[config.mk]
export PLATFORM = sky130hd
export DESIGN_NAME = accum_check_mon
export DESIGN_NICKNAME = d
export VERILOG_FILES = /design/src/rtl/accum_check_mon.sv
export SDC_FILE = /design/constraint.sdc
export NUM_CORES = 1
export LEC_CHECK = 0
export CORE_ASPECT_RATIO = 0.7
export CORE_MARGIN = 4
export CORE_UTILIZATION = 40
export CTS_BUF_LIST = sky130_fd_sc_hd__clkbuf_2 sky130_fd_sc_hd__clkbuf_4 sky130_fd_sc_hd__clkbuf_8
export CTS_CLUSTER_DIAMETER = 80
export DETAILED_ROUTE_END_ITERATION = 6
export PLACE_DENSITY = 0.75
export SLEW_MARGIN = 5
export SYNTH_ARGS = -nofsm -noshare
export SYNTH_HDL_FRONTEND = slang
export SYNTH_SLANG_ARGS = --single-unit
[constraint.sdc]
create_clock -name clk -period 5.7 [get_ports clk]
set_clock_uncertainty 0.05 [all_clocks]
set_input_delay 0.57 -clock clk [delete_from_list [all_inputs] [get_ports clk]]
set_output_delay 0.57 -clock clk [all_outputs]
set_load 0.01 [all_outputs]
[src/rtl/accum_check_mon.sv]
// accum_check_mon: downstream checker for the protected accumulator block.
//
// Keeps a shadow copy of the accumulator register and compares both
// accumulator outputs against it for NUM_CYCLES cycles after a start pulse.
// The result is a pass/fail verdict and a saturating count of error cycles.
//
// Ports:
//   clk              sole clock, posedge
//   rst              asynchronous active-high reset
//   start            one-cycle pulse, begins a run from IDLE or DONE
//   accum_in         value driven into the accumulator this cycle
//   accum_bypass     bypass select driven into the accumulator
//   accum_out        accumulator registered output
//   accum_bypass_out accumulator mixed comb/seq output
//   busy             high while a run is in progress
//   done             high once a run has completed
//   pass             high in DONE when the run saw no error cycles
//   err_count        error cycles in the current/last run (saturating)
//   cycle_cnt        checked cycles elapsed in the current run
//
// Optional feature, enabled by defining ACCUM_CHECK_MON_FIRST_ERR_EN:
//   first_err_cycle  cycle_cnt of the first error cycle in the run
//   first_err_data   accum_out sampled in that cycle
module accum_check_mon #(
    parameter int unsigned WIDTH      = 32,
    parameter int unsigned NUM_CYCLES = 16,
    parameter int unsigned ERR_W      = 8
) (
    input  logic             clk,
    input  logic             rst,
    input  logic             start,
    input  logic [WIDTH-1:0] accum_in,
    input  logic             accum_bypass,
    input  logic [WIDTH-1:0] accum_out,
    input  logic [WIDTH-1:0] accum_bypass_out,
    output logic             busy,
    output logic             done,
    output logic             pass,
    output logic [ERR_W-1:0] err_count,
    output logic [15:0]      cycle_cnt
`ifdef ACCUM_CHECK_MON_FIRST_ERR_EN
    ,
    output logic [15:0]      first_err_cycle,
    output logic [WIDTH-1:0] first_err_data
`endif
);

    localparam logic [ERR_W-1:0] ErrMax    = {ERR_W{1'b1}};
    localparam logic [15:0]      LastCycle = 16'(NUM_CYCLES - 1);

    typedef enum logic [1:0] {StIdle, StRun, StDone} state_e;

    state_e           state_q, state_d;
    logic [WIDTH-1:0] shadow_q, shadow_d;
    logic [ERR_W-1:0] err_q, err_d;
    logic [15:0]      cyc_q, cyc_d;
    logic             pass_q, pass_d;

    logic seq_ok, mix_ok, cycle_err;

    assign seq_ok = (accum_out == shadow_q);
    assign mix_ok = (accum_bypass_out == (accum_bypass ? accum_in : shadow_q));

`ifdef ACCUM_CHECK_MON_FIRST_ERR_EN
    logic             fe_seen_q, fe_seen_d;
    logic [15:0]      fe_cycle_q, fe_cycle_d;
    logic [WIDTH-1:0] fe_data_q, fe_data_d;
`endif

    always_comb begin
        state_d   = state_q;
        shadow_d  = shadow_q;
        err_d     = err_q;
        cyc_d     = cyc_q;
        pass_d    = pass_q;
        cycle_err = 1'b0;
`ifdef ACCUM_CHECK_MON_FIRST_ERR_EN
        fe_seen_d  = fe_seen_q;
        fe_cycle_d = fe_cycle_q;
        fe_data_d  = fe_data_q;
`endif
        unique case (state_q)
            StIdle, StDone: begin
                if (start) begin
                    state_d  = StRun;
                    // The accumulator register has no reset, so resync to
                    // whatever value it will hold after this edge.
                    shadow_d = accum_out + accum_in;
                    err_d    = '0;
                    cyc_d    = '0;
                    pass_d   = 1'b0;
`ifdef ACCUM_CHECK_MON_FIRST_ERR_EN
                    fe_seen_d  = 1'b0;
                    fe_cycle_d = '0;
                    fe_data_d  = '0;
`endif
                end
            end
            StRun: begin
                cycle_err = !(seq_ok && mix_ok);
                if (cycle_err && (err_q != ErrMax)) begin
                    err_d = err_q + 1'b1;
                end
`ifdef ACCUM_CHECK_MON_FIRST_ERR_EN
                if (cycle_err && !fe_seen_q) begin
                    fe_seen_d  = 1'b1;
                    fe_cycle_d = cyc_q;
                    fe_data_d  = accum_out;
                end
`endif
                shadow_d = shadow_q + accum_in;
                cyc_d    = cyc_q + 16'd1;
                if (cyc_q == LastCycle) begin
                    state_d = StDone;
                    // Verdict includes this final check.
                    pass_d  = (err_d == '0);
                end
            end
            default: begin
                state_d = StIdle;
            end
        endcase
    end

    always_ff @(posedge clk or posedge rst) begin
        if (rst) begin
            state_q  <= StIdle;
            shadow_q <= '0;
            err_q    <= '0;
            cyc_q    <= '0;
            pass_q   <= 1'b0;
        end else begin
            state_q  <= state_d;
            shadow_q <= shadow_d;
            err_q    <= err_d;
            cyc_q    <= cyc_d;
            pass_q   <= pass_d;
        end
    end

`ifdef ACCUM_CHECK_MON_FIRST_ERR_EN
    always_ff @(posedge clk or posedge rst) begin
        if (rst) begin
            fe_seen_q  <= 1'b0;
            fe_cycle_q <= '0;
            fe_data_q  <= '0;
        end else begin
            fe_seen_q  <= fe_seen_d;
            fe_cycle_q <= fe_cycle_d;
            fe_data_q  <= fe_data_d;
        end
    end

    assign first_err_cycle = fe_cycle_q;
    assign first_err_data  = fe_data_q;
`endif

    assign busy      = (state_q == StRun);
    assign done      = (state_q == StDone);
    assign pass      = pass_q;
    assign err_count = err_q;
    assign cycle_cnt = cyc_q;

endmodule

==> metrics.log <==
[metrics] result of the run: finished clean
[metrics] final critical-path setup slack: between 1000 and 1500 ps
[metrics] total of warnings raised by yosys: 0
[metrics] Avg Synthesized Cell Area: approximately 7.8 µm²
[metrics] die extent in x: between 100 and 150 µm
[metrics] via-per-instance ratio: around 5.6
[metrics] total area of multi-input combinational cells: between 3000 and 4000 µm²
[metrics] global-route wire length before repair: between 20000 and 30000 µm
[metrics] half-perimeter wire length of the detailed placement result: roughly 14000 µm
[metrics] unrepaired setup endpoints after global routing: false
[metrics] detailed-route DRC error count: 0
[metrics] number of placement rows: 35
[metrics] largest net degree at the start of global routing: 60
[metrics] Initial Utilization: 0.415
[metrics] Min-Delay Path Depth: 1
[metrics] post-route minimum period: about 4500 ps
[metrics] deepest clock path buffer count: 2
[metrics] post-route clock period utilization: 0.789
[metrics] global-route usage over all layers: 0.228
[metrics] number of global-route vias before repair: 5254
[metrics] max frequency: about 220 MHz
[metrics] peak fanout along the critical path: 21
[metrics] pre-CTS setup slack: approximately 1300 ps
[metrics] core region area: 13400 µm²
[metrics] share of synthesized area occupied by flip-flops and latches: 0.266
[metrics] TritonRoute pass-1 iters: 5
[metrics] cell area after layout: 7190 µm²
[metrics] worst rel slew slack: 0.383
[metrics] Port-buffer cells: around 130
[metrics] area share of the leading cell type in the synthesized netlist: 0.266
[metrics] delay of the slowest cell on the worst path: just over 800 ps
[metrics] library cell occupying the most area in the post-synthesis netlist: sky130_fd_sc_hd__dfrtp_1
[metrics] # setup viols final: 0
[metrics] leading cell type in the layout, fill and taps excluded: sky130_fd_sc_hd__nand2_1
[metrics] layout overhead on the synthesized area: 29.3%
[metrics] Critical-path top delay cell: sky130_fd_sc_hd__a2111oi_0
[metrics] sink count of the clock tree: between 50 and 60
[metrics] Total Power Consumption: between 3 and 4 mW
[metrics] DIE AREA: about 16000 µm²
[metrics] Register-to-Register Setup Slack: between 1000 and 1500 ps
[metrics] kind of end point of the critical path: register
[metrics] arrival time at the worst endpoint: 4690 ps
[metrics] hold_ws: 462 ps
[metrics] Cell Chain, Critical Path: nand2b_2 > inv_2 > nand2_1 > nand2_1 > ha_1 > inv_1 > fa_1 > nor2b_1 > o31a_1 > o211ai_1 > a2111oi_0 > o21ai_0 > a21oi_1 > o22ai_1 > xnor2_1 > mux2_2
[metrics] Mapped Nets: between 800 and 900
[metrics] number of flops mapped to enable cells by yosys: 0
[metrics] CTS tree: done
[metrics] path category of the worst min-delay check: reg2reg
[metrics] number of nets with antenna violations after routing: 0
[metrics] final layout net count: around 960
[metrics] count of final hold-check violations: 0
[metrics] wire per inst: around 18 µm
[metrics] critical path's most frequent cell: sky130_fd_sc_hd__nand2_1
[metrics] crit path kind: reg2reg
[metrics] slew at the pin with the worst max-slew slack: between 900 and 1000 ps
[metrics] commonest non-fill, non-tap cells in the layout: 149 x sky130_fd_sc_hd__nand2_1, 125 x sky130_fd_sc_hd__clkdlybuf4s50_1, 72 x sky130_fd_sc_hd__xnor2_1
[metrics] number of fill cells in the layout: around 1.3k
[metrics] post-synthesis sequential element count: 59
[metrics] path depth of the worst reg2reg path: 16
[metrics] setup TNS: 0 ps
[metrics] count of pins over their slew limit: 0
[metrics] source-to-sink clock delay at the later pin of the worst-skew pair: 360 ps
[metrics] peak supply drop: ~0.19 mV
[metrics] post_cts resized: 0
[metrics] number of buffers inserted by hold repair at cts: 0
[metrics] cell area after placement: between 6000 and 7000 µm²
[metrics] startpoint types: register
[metrics] clock root buffer master: sky130_fd_sc_hd__clkbuf_8
[metrics] antenna violations before repair: 0
[metrics] Iteration-0 DRC Markers: approximately 860
[metrics] number of buffers created by CTS: 9
[metrics] Max-Cap Viols: 0
[metrics] CTS clk-pin slew, worst paths: about 80 ps
[metrics] worst min-delay path endpoint: cycle_cnt[15]
[metrics] H-tree depth: 3
[metrics] total standard cell area after synthesis: ~5600 µm²
[metrics] largest cells by area after synthesis: sky130_fd_sc_hd__dfrtp_1 27%, sky130_fd_sc_hd__xnor2_1 11%, sky130_fd_sc_hd__nand2_1 10%
[metrics] dominant synthesized flop cell: sky130_fd_sc_hd__dfrtp_1
[metrics] number of different library cells in the post-synthesis netlist: 57
[metrics] Inserted Diodes: 0
[metrics] Hold Crit Start: cycle_cnt[15]
[metrics] total I/O pin count: ~130
[metrics] total routed wirelength: between 15000 and 20000 µm
[metrics] remaining global-route overflow: 0
[metrics] startpoint of the most critical register-to-register path: state_q[1]
[metrics] Leakage Power: between 3 and 4 nW
[metrics] final RePlAce weighted congestion: a little under 1
[metrics] cell count after synthesis: 710
[metrics] fraction of final layout cells sized beyond drive strength 1: 0.0444
[metrics] power per cell area: 534 nW/µm²
[metrics] register cell area after layout: about 1500 µm²
[metrics] post-CTS setup buffers: 0
[metrics] Async S/R FF share, synth: 1.00
[metrics] count of vias placed by the detailed router: approximately 5.7k
[metrics] data required time of the critical path: 5900 ps
[metrics] Die Y: ~110 µm
[metrics] endpoint of the lowest-slack register-to-register path: shadow_q[30]
## layer usage
layer,GRT usage,vias up,share of wire
li1,-,2751,-
met1,0.350,2641,0.48
met2,0.323,248,0.41
met3,0.0528,28,0.097
met4,0.0516,0,0.015
met5,0,-,0
## cells in the mapped netlist (2+ instances only)
library cell,instances
sky130_fd_sc_hd__a31oi_1,3
sky130_fd_sc_hd__a21oi_1,49
sky130_fd_sc_hd__nand2_1,150
sky130_fd_sc_hd__mux2i_1,38
sky130_fd_sc_hd__nor3_1,8
sky130_fd_sc_hd__nor2b_1,4
sky130_fd_sc_hd__o31a_1,2
sky130_fd_sc_hd__a211oi_1,3
sky130_fd_sc_hd__mux2_2,2
sky130_fd_sc_hd__buf_6,3
sky130_fd_sc_hd__o22ai_1,3
sky130_fd_sc_hd__and3_1,7
sky130_fd_sc_hd__nor2_1,50
sky130_fd_sc_hd__clkbuf_1,18
sky130_fd_sc_hd__a21boi_0,2
sky130_fd_sc_hd__o2111ai_1,2
sky130_fd_sc_hd__o311ai_0,2
sky130_fd_sc_hd__a22o_1,3
sky130_fd_sc_hd__a211o_1,2
sky130_fd_sc_hd__xor2_1,18
sky130_fd_sc_hd__a21o_1,6
sky130_fd_sc_hd__nor4_1,13
sky130_fd_sc_hd__dfrtp_1,59
sky130_fd_sc_hd__a2111oi_0,2
sky130_fd_sc_hd__or2_2,3
sky130_fd_sc_hd__o21a_1,7
sky130_fd_sc_hd__a32o_1,2
sky130_fd_sc_hd__nand3_1,22
sky130_fd_sc_hd__o31ai_1,10
sky130_fd_sc_hd__nand4_1,14
sky130_fd_sc_hd__and4_1,2
sky130_fd_sc_hd__inv_1,18
sky130_fd_sc_hd__o211ai_1,8
sky130_fd_sc_hd__ha_1,33
sky130_fd_sc_hd__nand2b_1,5
sky130_fd_sc_hd__xnor2_1,72
sky130_fd_sc_hd__o21ai_0,45
## worst max-delay path, delay by kind of cell, from the launching register on
| kind | cells | cell delay, ps |
|---|---|---|
| compound gates | 6 | 1730 |
| xor+xnor | 1 | 120 |
| fa+ha+maj | 2 | 610 |
| mux | 1 | 260 |
| flops | 1 | 370 |
| buf+inv | 2 | 500 |
| simple gates | 4 | 730 |
## how the worst max path moves through the flow
stage / slack (ps) / endpoint / start / cells after the start
floorplan: 1990 / shadow_q[29] / state_q[0] / 15
global placement: 1480 / shadow_q[30] / state_q[1] / 16
detailed placement: 1330 / shadow_q[30] / state_q[1] / 16
CTS: 1310 / shadow_q[30] / state_q[1] / 16
global route: 950 / shadow_q[30] / state_q[1] / 16
finish: 1200 / shadow_q[30] / state_q[1] / 16
## state kept, by name, indices dropped and copies added, names as in the netlist
signal	cells
cycle_cnt	16
state_q	2
pass	1
shadow_q	32
err_count	8
## power breakdown
group / internal [mW] / leakage, nW / switching (mW)
clock: 0.233 / 0.106 / 0.181
sequential: 0.604 / 0.730 / 0.216
combinational: 1.13 / 2.22 / 1.48
## stage by stage
stage	util	instances
5_1_grt	0.536	1019
2_1_floorplan	-	710
3_3_place_gp	0.521	1004
3_5_place_dp	0.521	1004
6_report	0.536	1019
4_1_cts	0.536	1019
## logic make-up after synthesis
logic type | after synthesis | share of synthesized area
fa+ha+maj | 34 | 0.0779
compound gates | 161 | 0.183
flops | 59 | 0.266
mux | 40 | 0.0725
simple gates | 284 | 0.226
xor+xnor | 90 | 0.142
buf+inv | 42 | 0.0331
## layout make-up
type                            instances  area share
Sequential cell                        59       0.205
Timing Repair Buffer                  132       0.181
Clock buffer                           13      0.0232
Inverter                               19     0.00992
Tap cell                              185      0.0322
Clock inverter                          2     0.00487
Multi-Input combinational cell        609       0.543
(Power assumes the default switching activity.)
